**src/rtl/hack_pkg.sv**
```systemverilog
// hack_pkg: instruction field positions, jump codes and word width for the Hack core.
package hack_pkg;
  localparam int WORD_W = 16;
  localparam int OPC_BIT = 15;
  localparam int A_BIT = 12;
  localparam int COMP_MSB = 11;
  localparam int COMP_LSB = 6;
  localparam int DEST_A = 5;
  localparam int DEST_D = 4;
  localparam int DEST_M = 3;
  localparam int JMP_MSB = 2;
  localparam int JMP_LSB = 0;
  localparam logic [2:0] JGT = 3'b001;
  localparam logic [2:0] JEQ = 3'b010;
  localparam logic [2:0] JLT = 3'b100;
  localparam logic [2:0] JMP = 3'b111;
endpackage

```
**src/rtl/hack_cpu_core_if.sv**
```systemverilog
// hack_cpu_core_if: instruction/data memory bus between the Hack core (master) and memories (slave).
interface hack_cpu_core_if #(parameter int PC_W = 15);
  import hack_pkg::*;
  logic [WORD_W-1:0] instruction;
  logic instr_valid;
  logic [WORD_W-1:0] inM;
  logic [WORD_W-1:0] outM;
  logic writeM;
  logic [PC_W-1:0] addressM;
  logic [PC_W-1:0] pc;
  modport master(input instruction, instr_valid, inM, output outM, writeM, addressM, pc);
  modport slave(output instruction, instr_valid, inM, input outM, writeM, addressM, pc);
endinterface

```
**src/rtl/ALU.sv**
```systemverilog
// ALU: Hack 16-bit ALU with zero/negate preprocessing of both operands and optional output negate.
module ALU
  import hack_pkg::*;
(
  input  logic [WORD_W-1:0] x,
  input  logic [WORD_W-1:0] y,
  input  logic zx,
  input  logic nx,
  input  logic zy,
  input  logic ny,
  input  logic f,
  input  logic no,
  output logic [WORD_W-1:0] out,
  output logic zr,
  output logic ng
);
  logic [WORD_W-1:0] xz, xn, yz, yn, fo;
  always_comb begin
    xz = zx ? '0 : x;
    xn = nx ? ~xz : xz;
    yz = zy ? '0 : y;
    yn = ny ? ~yz : yz;
    fo = f ? xn + yn : xn & yn;
    out = no ? ~fo : fo;
    zr = out == '0;
    ng = out[WORD_W-1];
  end
endmodule

```
**src/rtl/hack_jump_unit.sv**
```systemverilog
// hack_jump_unit: resolves the j1/j2/j3 jump bits against the ALU flags.
module hack_jump_unit (
  input  logic [2:0] j,
  input  logic zr,
  input  logic ng,
  output logic take
);
  assign take = |(j & {ng, zr, ~(ng | zr)});
endmodule

```
**src/rtl/hack_cpu_core.sv**
```systemverilog
// hack_cpu_core: single-cycle Hack CPU owning A, D and PC; drives the ALU and resolves jumps.
module hack_cpu_core
  import hack_pkg::*;
#(
  parameter int PC_W = 15,
  parameter int RESET_PC = 0
) (
  input logic clk,
  input logic rst,
  hack_cpu_core_if.master bus
);
  logic [WORD_W-1:0] a_q, a_d, d_q, d_d, y, alu_out;
  logic [PC_W-1:0] pc_q, pc_d;
  logic is_c, zr, ng, take;
  logic [COMP_MSB-COMP_LSB:0] comp;
  assign is_c = bus.instruction[OPC_BIT];
  assign comp = bus.instruction[COMP_MSB:COMP_LSB];
  assign y = bus.instruction[A_BIT] ? bus.inM : a_q;
  ALU u_alu (
    .x(d_q), .y(y),
    .zx(comp[5]), .nx(comp[4]), .zy(comp[3]), .ny(comp[2]), .f(comp[1]), .no(comp[0]),
    .out(alu_out), .zr(zr), .ng(ng)
  );
  hack_jump_unit u_jump (.j(bus.instruction[JMP_MSB:JMP_LSB]), .zr(zr), .ng(ng), .take(take));
  // Operands and jump target come from pre-edge A/D, so A-write plus jump lands on the old A.
  always_comb begin
    a_d = !bus.instr_valid ? a_q : !is_c ? bus.instruction : bus.instruction[DEST_A] ? alu_out : a_q;
    d_d = (bus.instr_valid && is_c && bus.instruction[DEST_D]) ? alu_out : d_q;
    pc_d = !bus.instr_valid ? pc_q : (is_c && take) ? a_q[PC_W-1:0] : pc_q + PC_W'(1);
  end
  always_ff @(posedge clk) begin
    if (rst) begin
      a_q <= '0;
      d_q <= '0;
      pc_q <= PC_W'(RESET_PC);
    end else begin
      a_q <= a_d;
      d_q <= d_d;
      pc_q <= pc_d;
    end
  end
  assign bus.outM = alu_out;
  assign bus.writeM = !rst && bus.instr_valid && is_c && bus.instruction[DEST_M];
  assign bus.addressM = a_q[PC_W-1:0];
  assign bus.pc = pc_q;
endmodule

```
**src/flat_wrapper.sv**
```systemverilog
// flat-port wrapper written by rule: the top's interface ports become plain ports
module hack_cpu_core_flat import hack_pkg::*;
#(
  parameter int PC_W = 15,
  parameter int RESET_PC = 0
)
  (clk, rst, bus_instruction, bus_instr_valid, bus_inM, bus_outM, bus_writeM, bus_addressM, bus_pc);
  hack_cpu_core_if #(.PC_W(PC_W)) bus_i ();
  input logic clk;
  input logic rst;
  input wire logic [$bits(bus_i.instruction)-1:0] bus_instruction;
  input wire logic [$bits(bus_i.instr_valid)-1:0] bus_instr_valid;
  input wire logic [$bits(bus_i.inM)-1:0] bus_inM;
  output wire logic [$bits(bus_i.outM)-1:0] bus_outM;
  output wire logic [$bits(bus_i.writeM)-1:0] bus_writeM;
  output wire logic [$bits(bus_i.addressM)-1:0] bus_addressM;
  output wire logic [$bits(bus_i.pc)-1:0] bus_pc;
  assign bus_i.instruction = bus_instruction;
  assign bus_i.instr_valid = bus_instr_valid;
  assign bus_i.inM = bus_inM;
  assign bus_outM = bus_i.outM;
  assign bus_writeM = bus_i.writeM;
  assign bus_addressM = bus_i.addressM;
  assign bus_pc = bus_i.pc;
  hack_cpu_core #(.PC_W(PC_W), .RESET_PC(RESET_PC)) u_core (.clk(clk), .rst(rst), .bus(bus_i));
endmodule
```
**config.mk**
```make
export PLATFORM = sky130hd
export DESIGN_NAME = hack_cpu_core_flat
export DESIGN_NICKNAME = d
export VERILOG_FILES = /design/src/rtl/hack_pkg.sv /design/src/rtl/hack_cpu_core_if.sv /design/src/rtl/ALU.sv /design/src/rtl/hack_jump_unit.sv /design/src/rtl/hack_cpu_core.sv /design/src/flat_wrapper.sv
export SDC_FILE = /design/constraint.sdc
export NUM_CORES = 1
export LEC_CHECK = 0
export BUFFER_PORTS_ARGS = -buffer_cell sky130_fd_sc_hd__buf_2
export CAP_MARGIN = 20
export CORE_ASPECT_RATIO = 0.9
export CORE_MARGIN = 3
export CORE_UTILIZATION = 41
export CTS_CLUSTER_DIAMETER = 50
export DETAILED_ROUTE_END_ITERATION = 8
export PLACE_DENSITY_LB_ADDON = 0.12
export REMOVE_ABC_BUFFERS = 1
export SLEW_MARGIN = 0
export SYNTH_ARGS = -nofsm -noshare
export SYNTH_HDL_FRONTEND = slang
export SYNTH_SLANG_ARGS = --single-unit
```
**constraint.sdc**
```tcl
create_clock -name clk -period 9.98 [get_ports clk]
set_input_delay 0.998 -clock clk [delete_from_list [all_inputs] [get_ports clk]]
set_output_delay 0.998 -clock clk [all_outputs]
set_load 0.02 [all_outputs]
```
Yosys cells after proc, flatten, opt, wreduce, memory -nomap -nowiden
Index checks and enable logic that the tools add are counted.
Word-level totals
  flip-flop bits (word level): 47
  memories kept: 0
  memory bits (writable): 0
  word-level logic and storage cells: 33
  latch bits: 0
  ROM bits: 0
Operators by class
  add/sub/neg operators: 2
  reductions and logical operators: 10
  shifts and indexed selects: 0
  order comparisons: 0
  eq/ne operators: 1
  multiplexer cells: 10
  multipliers: 0
  bitwise operators: 7
  div/mod/pow operators: 0
Operator list (count)
  two-way mux 16 bit: 9
  NOT 16 bit: 3
  adder 16 bit: 1
  bitwise AND 16 bit: 1
  logical NOT 16 bit: 1
  adder 15 x 1 -> 15 bit (second input constant): 1
  two-way mux 15 bit: 1
  logical AND 1 bit: 6
  bitwise AND 3 bit: 1
  OR reduction 3 bit: 1
  != test 2 bit (second input constant): 1
  AND reduction 2 bit: 1
  logical NOT 1 bit: 1
  NOT 1 bit: 1
  bitwise OR 1 bit: 1

Logic depth before layout (Yosys ltp)
Gate-level depths: netlist of run 1.
  depth after elaboration: 15
  mapped depth: 20
  mapped depth without buffers: 16

By module
From an unflattened synthesis of run 1, not the netlist that was laid out.
Second synthesis, totals
  cells, all modules: 579
  area, all modules: 4449.3 µm²
Modules (own cells, without submodules)
  hack_cpu_core: cells each 310, sequential area each 940.9 µm², times used 1, area each 2524.9 µm²
  ALU: cells each 267, sequential area each 0.0 µm², times used 1, area each 1906.8 µm²
  hack_jump_unit: cells each 2, sequential area each 0.0 µm², times used 1, area each 17.5 µm²

Least setup slack after synthesis of run 1
Ideal clock, no wire load.
  path type: input port to flip-flop
  start point: input bus_instruction[12]
  end point: register u_core.pc_q[1] (netlist: u_core.bus.pc[1])
  data required time: 9847 ps
  setup time: 133 ps
  setup slack: 4168 ps
  buffers on the path: 3
  arrival time: 5679 ps
  cell stages on the path: 18
  cell sequence: clkbuf_1 clkbuf_1 mux2i_1 nor2_1 xor2_1 ha_1 fa_1 a21o_1 o311a_1 or4_1 a2111o_1 nor4_2 o311ai_1 or4_1 a31oi_2 buf_6 mux2i_1 a211oi_2
On the way
  cells in the longest elaborated chain, start to end: 15
Ends and longest elaborated chain
  start: declaration: RTL line flat_wrapper.sv:11  | input wire logic [$bits(bus_i.instruction)-1:0] bus_instruction;
  two-way mux 16 bit (*): RTL line hack_cpu_core.sv:18  | assign y = bus.instruction[A_BIT] ? bus.inM : a_q;
  two-way mux 16 bit (*): RTL line ALU.sv:21  | yz = zy ? '0 : y;
  NOT 16 bit: RTL line ALU.sv:22  | yn = ny ? ~yz : yz;
  two-way mux 16 bit (*): RTL line ALU.sv:22
  adder 16 bit / bitwise AND 16 bit (equally long branches): RTL line ALU.sv:23  | fo = f ? xn + yn : xn & yn;
  two-way mux 16 bit (*): RTL line ALU.sv:23
  NOT 16 bit: RTL line ALU.sv:24  | out = no ? ~fo : fo;
  two-way mux 16 bit (*): RTL line ALU.sv:24
  logical NOT 16 bit: RTL line ALU.sv:25  | zr = out == '0;
  bitwise OR 1 bit: RTL line hack_jump_unit.sv:8  | assign take = |(j & {ng, zr, ~(ng | zr)});
  NOT 1 bit: RTL line hack_jump_unit.sv:8
  bitwise AND 3 bit (*): RTL line hack_jump_unit.sv:8
  OR reduction 3 bit (*): RTL line hack_jump_unit.sv:8
  logical AND 1 bit (*): RTL line hack_cpu_core.sv:29  | pc_d = !bus.instr_valid ? pc_q : (is_c && take) ? a_q[PC_W-1:0] : pc_q + PC_W'(1);
  two-way mux 15 bit (*): RTL line hack_cpu_core.sv:29
  end signal: assignment: RTL line hack_cpu_core.sv:35  | pc_q <= PC_W'(RESET_PC);
  end signal: assignment: RTL line hack_cpu_core.sv:39  | pc_q <= pc_d;
  end: declaration: RTL line hack_cpu_core.sv:13  | logic [PC_W-1:0] pc_q, pc_d;
Every way passes the cells marked *; elsewhere a longest branch is shown, timed or not.
A chain may end at the register's enable or synchronous reset.

Final worst setup path of run 1
  start point: input bus_instruction[12]
  end point: output bus_outM[15]
On the way
  cells in the longest elaborated chain, start to end: 8
Ends and longest elaborated chain
  two-way mux 16 bit (*): RTL line hack_cpu_core.sv:18
  two-way mux 16 bit (*): RTL line ALU.sv:21
  NOT 16 bit: RTL line ALU.sv:22
  two-way mux 16 bit (*): RTL line ALU.sv:22
  adder 16 bit / bitwise AND 16 bit (equally long branches): RTL line ALU.sv:23
  two-way mux 16 bit (*): RTL line ALU.sv:23
  NOT 16 bit: RTL line ALU.sv:24
  two-way mux 16 bit (*): RTL line ALU.sv:24
  end: declaration: RTL line flat_wrapper.sv:14  | output wire logic [$bits(bus_i.outM)-1:0] bus_outM;
Marks and branches as above.

==> impl_metrics.json, run 1 <==
{
  "status": "finished clean",
  "crit_buf_inv": 3,
  "start_kind": "input pin",
  "hold_buffers": 0,
  "die_x_um": 117,
  "grt_pass1_vias": 4060,
  "p_leak_nw": 2.11,
  "crit_required_ns": 8.98,
  "reg2reg_to": "u_core.bus.pc[1]",
  "synth_common_cells": "nor2_1, dfxtp_1, a21oi_1, nand2_1",
  "whs_ns": 0.456,
  "cts_buffers": 5,
  "synth_top_cell_area_share_pct": 20.8,
  "cp_max_fo": 17,
  "r2r_start": "u_core.a_q[0]",
  "dp_hpwl_um": 9220,
  "worstPathCellList": "buf_2, mux2i_1, nor2_1, xor2_1, ha_1, a211o_1, a211o_1, nand2_1, o2111a_1, mux2i_1, a211oi_1, xor2_1, inv_1, buf_2",
  "max_slew.worst_pin.slew_ns": 0.810,
  "num-nets-final": 678,
  "cts-root-buf": "clkbuf_16",
  "io_pins": 82,
  "path_delay_family": "compound AO/OA/AOI/OAI gates",
  "first_pass_iters": 6,
  "fin_crit_sh_pct": 56.3,
  "drt_wl_total_um": 12400,
  "crit_start": "bus_instruction[12]",
  "place_congestion": 0.799,
  "gr-total-overflow": 0,
  "crit_type": "input pin to primary output",
  "r2r_setup_slack_ns": 5.38,
  "vias_per_cell": 5.76,
  "cts_resized": 0,
  "cts_tree": "done",
  "fillCellCount": 1074,
  "setup_viol": 0,
  "finClkSkew_ns": 0.00726,
  "initial_utilization_pct": 43.1,
  "vias": 4352,
  "min_path_type": "flip-flop to flip-flop",
  "ys_top_cells_by_area": "dfxtp_1, mux2i_1, xnor2_1",
  "drive_above_1_share_pct": 16.1,
  "preCtsSetupSlack_ns": 4.17,
  "ys_types": 63,
  "rsz0062_at_grt": "no",
  "max_clock_freq_ghz": 0.178,
  "synth_top_area_cell": "dfxtp_1",
  "period_needed_ns": 5.62,
  "slew_headroom_pct": 46.0,
  "syn_to_final_growth_pct": 10.1,
  "drv_cap": 0,
  "initialDrtViolationCount": 285,
  "htreeDepth": 2,
  "synth_area_um2": 4510,
  "ir_drop_uv": 76.1,
  "grt_pass1_wl_um": 20200,
  "die_y_um": 106,
  "crit_path_max_incr_delay_ns": 0.52,
  "crit_end": "bus_outM[15]",
  "critPathCaptureType": "primary output",
  "worstPathArrival_ns": 4.62,
  "synth-seq-area-share_pct": 20.8,
  "ant_nets": 0,
  "io_buffers": 81,
  "tns_ns": 0,
  "path_depth": 14,
  "yosysWarnings": 0,
  "grt_max_degree": 51,
  "track_usage_pct": 20.1,
  "cts_setup_buffers": 0,
  "antenna_found_initial": 0,
  "antenna_cells": 0,
  "ys.flop_type": "dfxtp_1",
  "critPathSlowestCell": "xor2_1",
  "die_area_um2": 12300,
  "cts.path.max_buffers": 2,
  "worstSkewPairLatency_ns": 0.29,
  "detail_route.wl_per_cell_um": 16.4,
  "synth.most_common_cell": "nor2_1",
  "power.density_nw_per_um2": 153,
  "cts.sinks": 47,
  "synthArstFlopShare_pct": 0,
  "clk_pin_slew_ns": 0.07,
  "r2r_cells": 16,
  "drcViolationCount": 0,
  "syn_area_per_cell_um2": 7.59,
  "core_um2": 10500,
  "min_from": "u_core.d_q[4]",
  "syn-instance-count": 595,
  "yosys_register_bits": 47,
  "row_count": 35,
  "slew_viol_final": 0,
  "finalHoldViolCount": 0,
  "synth_edf_count": 0,
  "setup_ws_ns": 4.36
}
[routing by layer]
metal,part of all wire (%),up-vias,GRT usage (%)
met5,0,-,0
met4,1.0,0,3.52
met3,5.5,13,3.50
met2,45,117,32.1
met1,48,2048,28.6
li1,-,2174,-
[worst min-delay path by stage]
stage	slack, ns	endpoint	depth (start not counted)
after CTS	0.46	u_core.d_q[7]	2
after global routing	0.47	u_core.d_q[7]	2
after detailed placement	0.45	u_core.d_q[7]	2
after global placement	0.44	u_core.d_q[0]	2
after floorplan	0.43	u_core.d_q[0]	2
final	0.46	u_core.d_q[4]	2
[metrics by stage]
stage	cell area [um2]	util [%]	instances	power, W
4_1_cts	4970	47.5	755	0.000768
6_report	4970	47.5	755	0.000762
2_1_floorplan	4200	-	535	0.000440
5_1_grt	4970	47.5	755	0.000810
3_3_place_gp	4780	45.7	747	0.000544
3_5_place_dp	4780	45.7	747	0.000548
[flip-flops by register name (all words and copies together) (netlist names)]
| signal | flops |
|---|---|
| u_core.bus.pc | 15 |
| u_core.d_q | 16 |
| u_core.a_q | 16 |
[cells in the final DEF, fill, tap and decap left out, types with 9 or more instances in the layout]
cell and count:
a31oi_1 18, nor2_1 54, nor2b_1 17, and3_1 16, dfxtp_1 47, nor3_1 9
nand3b_1 20, buf_2 81, xnor2_1 27, nand2b_1 31, mux2i_1 31, xor2_1 22
nand2_1 42, a21o_1 16, nand3_1 16, inv_1 11, o21ai_0 10, a21oi_1 44
ha_1 17, a211oi_1 20
[power breakdown]
part / leakage (nW) / switching, W / internal (W)
combinational: 1.63 / 0.000209 / 0.000122
sequential: 0.384 / 0.0000124 / 0.000201
clock: 0.0911 / 0.0000740 / 0.000144
[layout make-up]
class / count / area, um2 / share of cell area (%)
sequential: 47 / 941 / 18.9
tap: 129 / 161 / 3.25
clock buffer: 6 / 129 / 2.59
inverter: 12 / 45.0 / 0.906
timing repair buffer: 83 / 420 / 8.46
multi-input combinational: 476 / 3210 / 64.7
clock inverter: 2 / 60.1 / 1.21
[cell families after synthesis]
| kind of cell | share of synthesized area, % |
|---|---|
| DFF | 20.8 |
| buffers and inverters | 7.93 |
| AOI/OAI and AO/OA | 20.9 |
| and+or+nand+nor | 28.0 |
| adders and majority gates | 5.16 |
| xor gates and xnor gates | 9.51 |
| muxes | 7.62 |
[worst reg2reg max path, cell delays in order, from the launching register on]
cell and delay (ns):
dfxtp_1 0.34, mux2i_1 0.13, nor2_1 0.06, xor2_1 0.15
ha_1 0.25, fa_1 0.43, a21o_1 0.20, o311a_1 0.37
or4_1 0.49, a2111o_1 0.40, nor4_2 0.13, o311ai_1 0.16
or4_1 0.44, a31oi_2 0.20, buf_4 0.33, mux2i_1 0.26
a211oi_2 0.09
Power figures use the tool's default switching activity.
==> run 2, diff against run 1 <==
==> constraint.sdc (replaced) <==
create_clock -name clk -period 5.46 [get_ports clk]
set_input_delay 0.546 -clock clk [delete_from_list [all_inputs] [get_ports clk]]
set_output_delay 0.546 -clock clk [all_outputs]
set_load 0.02 [all_outputs]
==> impl_metrics.json, run 2 (synthesis gave the netlist of run 1 again) <==
{
  "ir_drop_uv": 143,
  "cts_buffers": 5,
  "whs_ns": 0.458,
  "cts-root-buf": "clkbuf_16",
  "worstSkewPairLatency_ns": 0.29,
  "cts.path.max_buffers": 2,
  "hold_buffers": 0,
  "initial_utilization_pct": 43.1,
  "drive_above_1_share_pct": 16.9,
  "io_pins": 82,
  "drcViolationCount": 0,
  "num-nets-final": 684,
  "detail_route.wl_per_cell_um": 16.4,
  "grt_max_degree": 51,
  "crit_required_ns": 5.67,
  "period_needed_ns": 4.86,
  "antenna_found_initial": 0,
  "fin_crit_sh_pct": 88.9,
  "drv_cap": 0,
  "grt_pass1_wl_um": 20500,
  "dp_hpwl_um": 9270,
  "fillCellCount": 1054,
  "tns_ns": 0,
  "place_area_um2": 4830,
  "p_leak_nw": 2.14,
  "ant_nets": 0,
  "slew_viol_final": 0,
  "final_util_pct": 47.9,
  "worstPathArrival_ns": 5.06,
  "antenna_cells": 0,
  "place_congestion": 0.840,
  "rsz0062_at_grt": "no",
  "die_y_um": 106,
  "vias": 4355,
  "clk_pin_slew_ns": 0.07,
  "final_area_um2": 5020,
  "max_clock_freq_ghz": 0.206,
  "slew_headroom_pct": 44.4,
  "crit_type": "input pin to flip-flop",
  "row_count": 35,
  "setup_viol": 0,
  "vias_per_cell": 5.72,
  "final_common_cell": "buf_2",
  "total_power_w": 0.00141,
  "critPathCaptureType": "flip-flop",
  "first_pass_iters": 5,
  "track_usage_pct": 20.3,
  "status": "finished clean",
  "core_um2": 10500,
  "drt_wl_total_um": 12500,
  "cts_setup_buffers": 0,
  "power.density_nw_per_um2": 280,
  "die_x_um": 117,
  "syn_to_final_growth_pct": 11.1,
  "finClkSkew_ns": 0.00640,
  "start_kind": "input pin",
  "grt_pass1_vias": 4012,
  "cts.sinks": 47,
  "cp_max_fo": 32,
  "cts_tree": "done",
  "final_cell_mix": "buf_2, nor2_1, dfxtp_1",
  "htreeDepth": 2,
  "die_area_um2": 12300,
  "max_slew.worst_pin.slew_ns": 0.834,
  "initialDrtViolationCount": 317,
  "gr-total-overflow": 0,
  "min_path_type": "flip-flop to flip-flop",
  "finalHoldViolCount": 0,
  "io_buffers": 81,
  "cts_resized": 0
}
[run 2: worst paths after layout]
kind	from	end	depth (start not counted)	slack [ns]
max	bus_instruction[12]	u_core.bus.pc[14]	18	0.60
min	u_core.d_q[7]	u_core.d_q[7]	2	0.46
max reg2reg	u_core.a_q[0]	u_core.bus.pc[14]	16	0.86
min reg2reg	u_core.d_q[7]	u_core.d_q[7]	2	0.46
[run 2: where the power goes]
group	internal [W]	leakage (nW)	switching, W
Clock	0.000263	0.0911	0.000136
Combinational	0.000230	1.66	0.000388
Sequential	0.000367	0.384	0.0000227
Total	0.000860	2.14	0.000547
[run 2: layout make-up]
type | instances | area, um2 | share of cell area [%]
Timing Repair Buffer | 89 | 465 | 9.28
Clock inverter | 2 | 60.1 | 1.20
Inverter | 12 | 45.0 | 0.898
Clock buffer | 6 | 129 | 2.57
Sequential cell | 47 | 941 | 18.8
Tap cell | 129 | 161 | 3.22
Multi-Input combinational cell | 476 | 3210 | 64.1
[run 2: per-layer routing]
metal / routed length [um] / GRT usage (%) / vias to the layer above
met2: 5560 / 31.5 / 148
met3: 764 / 3.04 / 15
met4: 121 / 3.44 / 0
met1: 6070 / 29.9 / 2010
met5: 0 / 0 / -
li1: - / - / 2182
[run 2: worst max-delay path, stage by stage]
cell and delay (ns):
buf_2 0.12, buf_4 0.27, mux2i_1 0.22, nor2_1 0.07, xor2_1 0.16, ha_1 0.43, nand2_1 0.09, o311ai_0 0.39
nor3_1 0.16, or4_1 0.54, a2111o_1 0.40, nor4_2 0.15, o311ai_1 0.16, o31ai_1 0.27, a31oi_2 0.13, buf_4 0.25
or4b_1 0.52, a31oi_1 0.19
[run 2: metrics by stage]
step	cells	setup slack, ns
3_3_place_gp	753	0.528
5_1_grt	761	0.298
6_report	761	0.605
3_5_place_dp	753	0.368
2_1_floorplan	535	0.556
4_1_cts	761	0.664
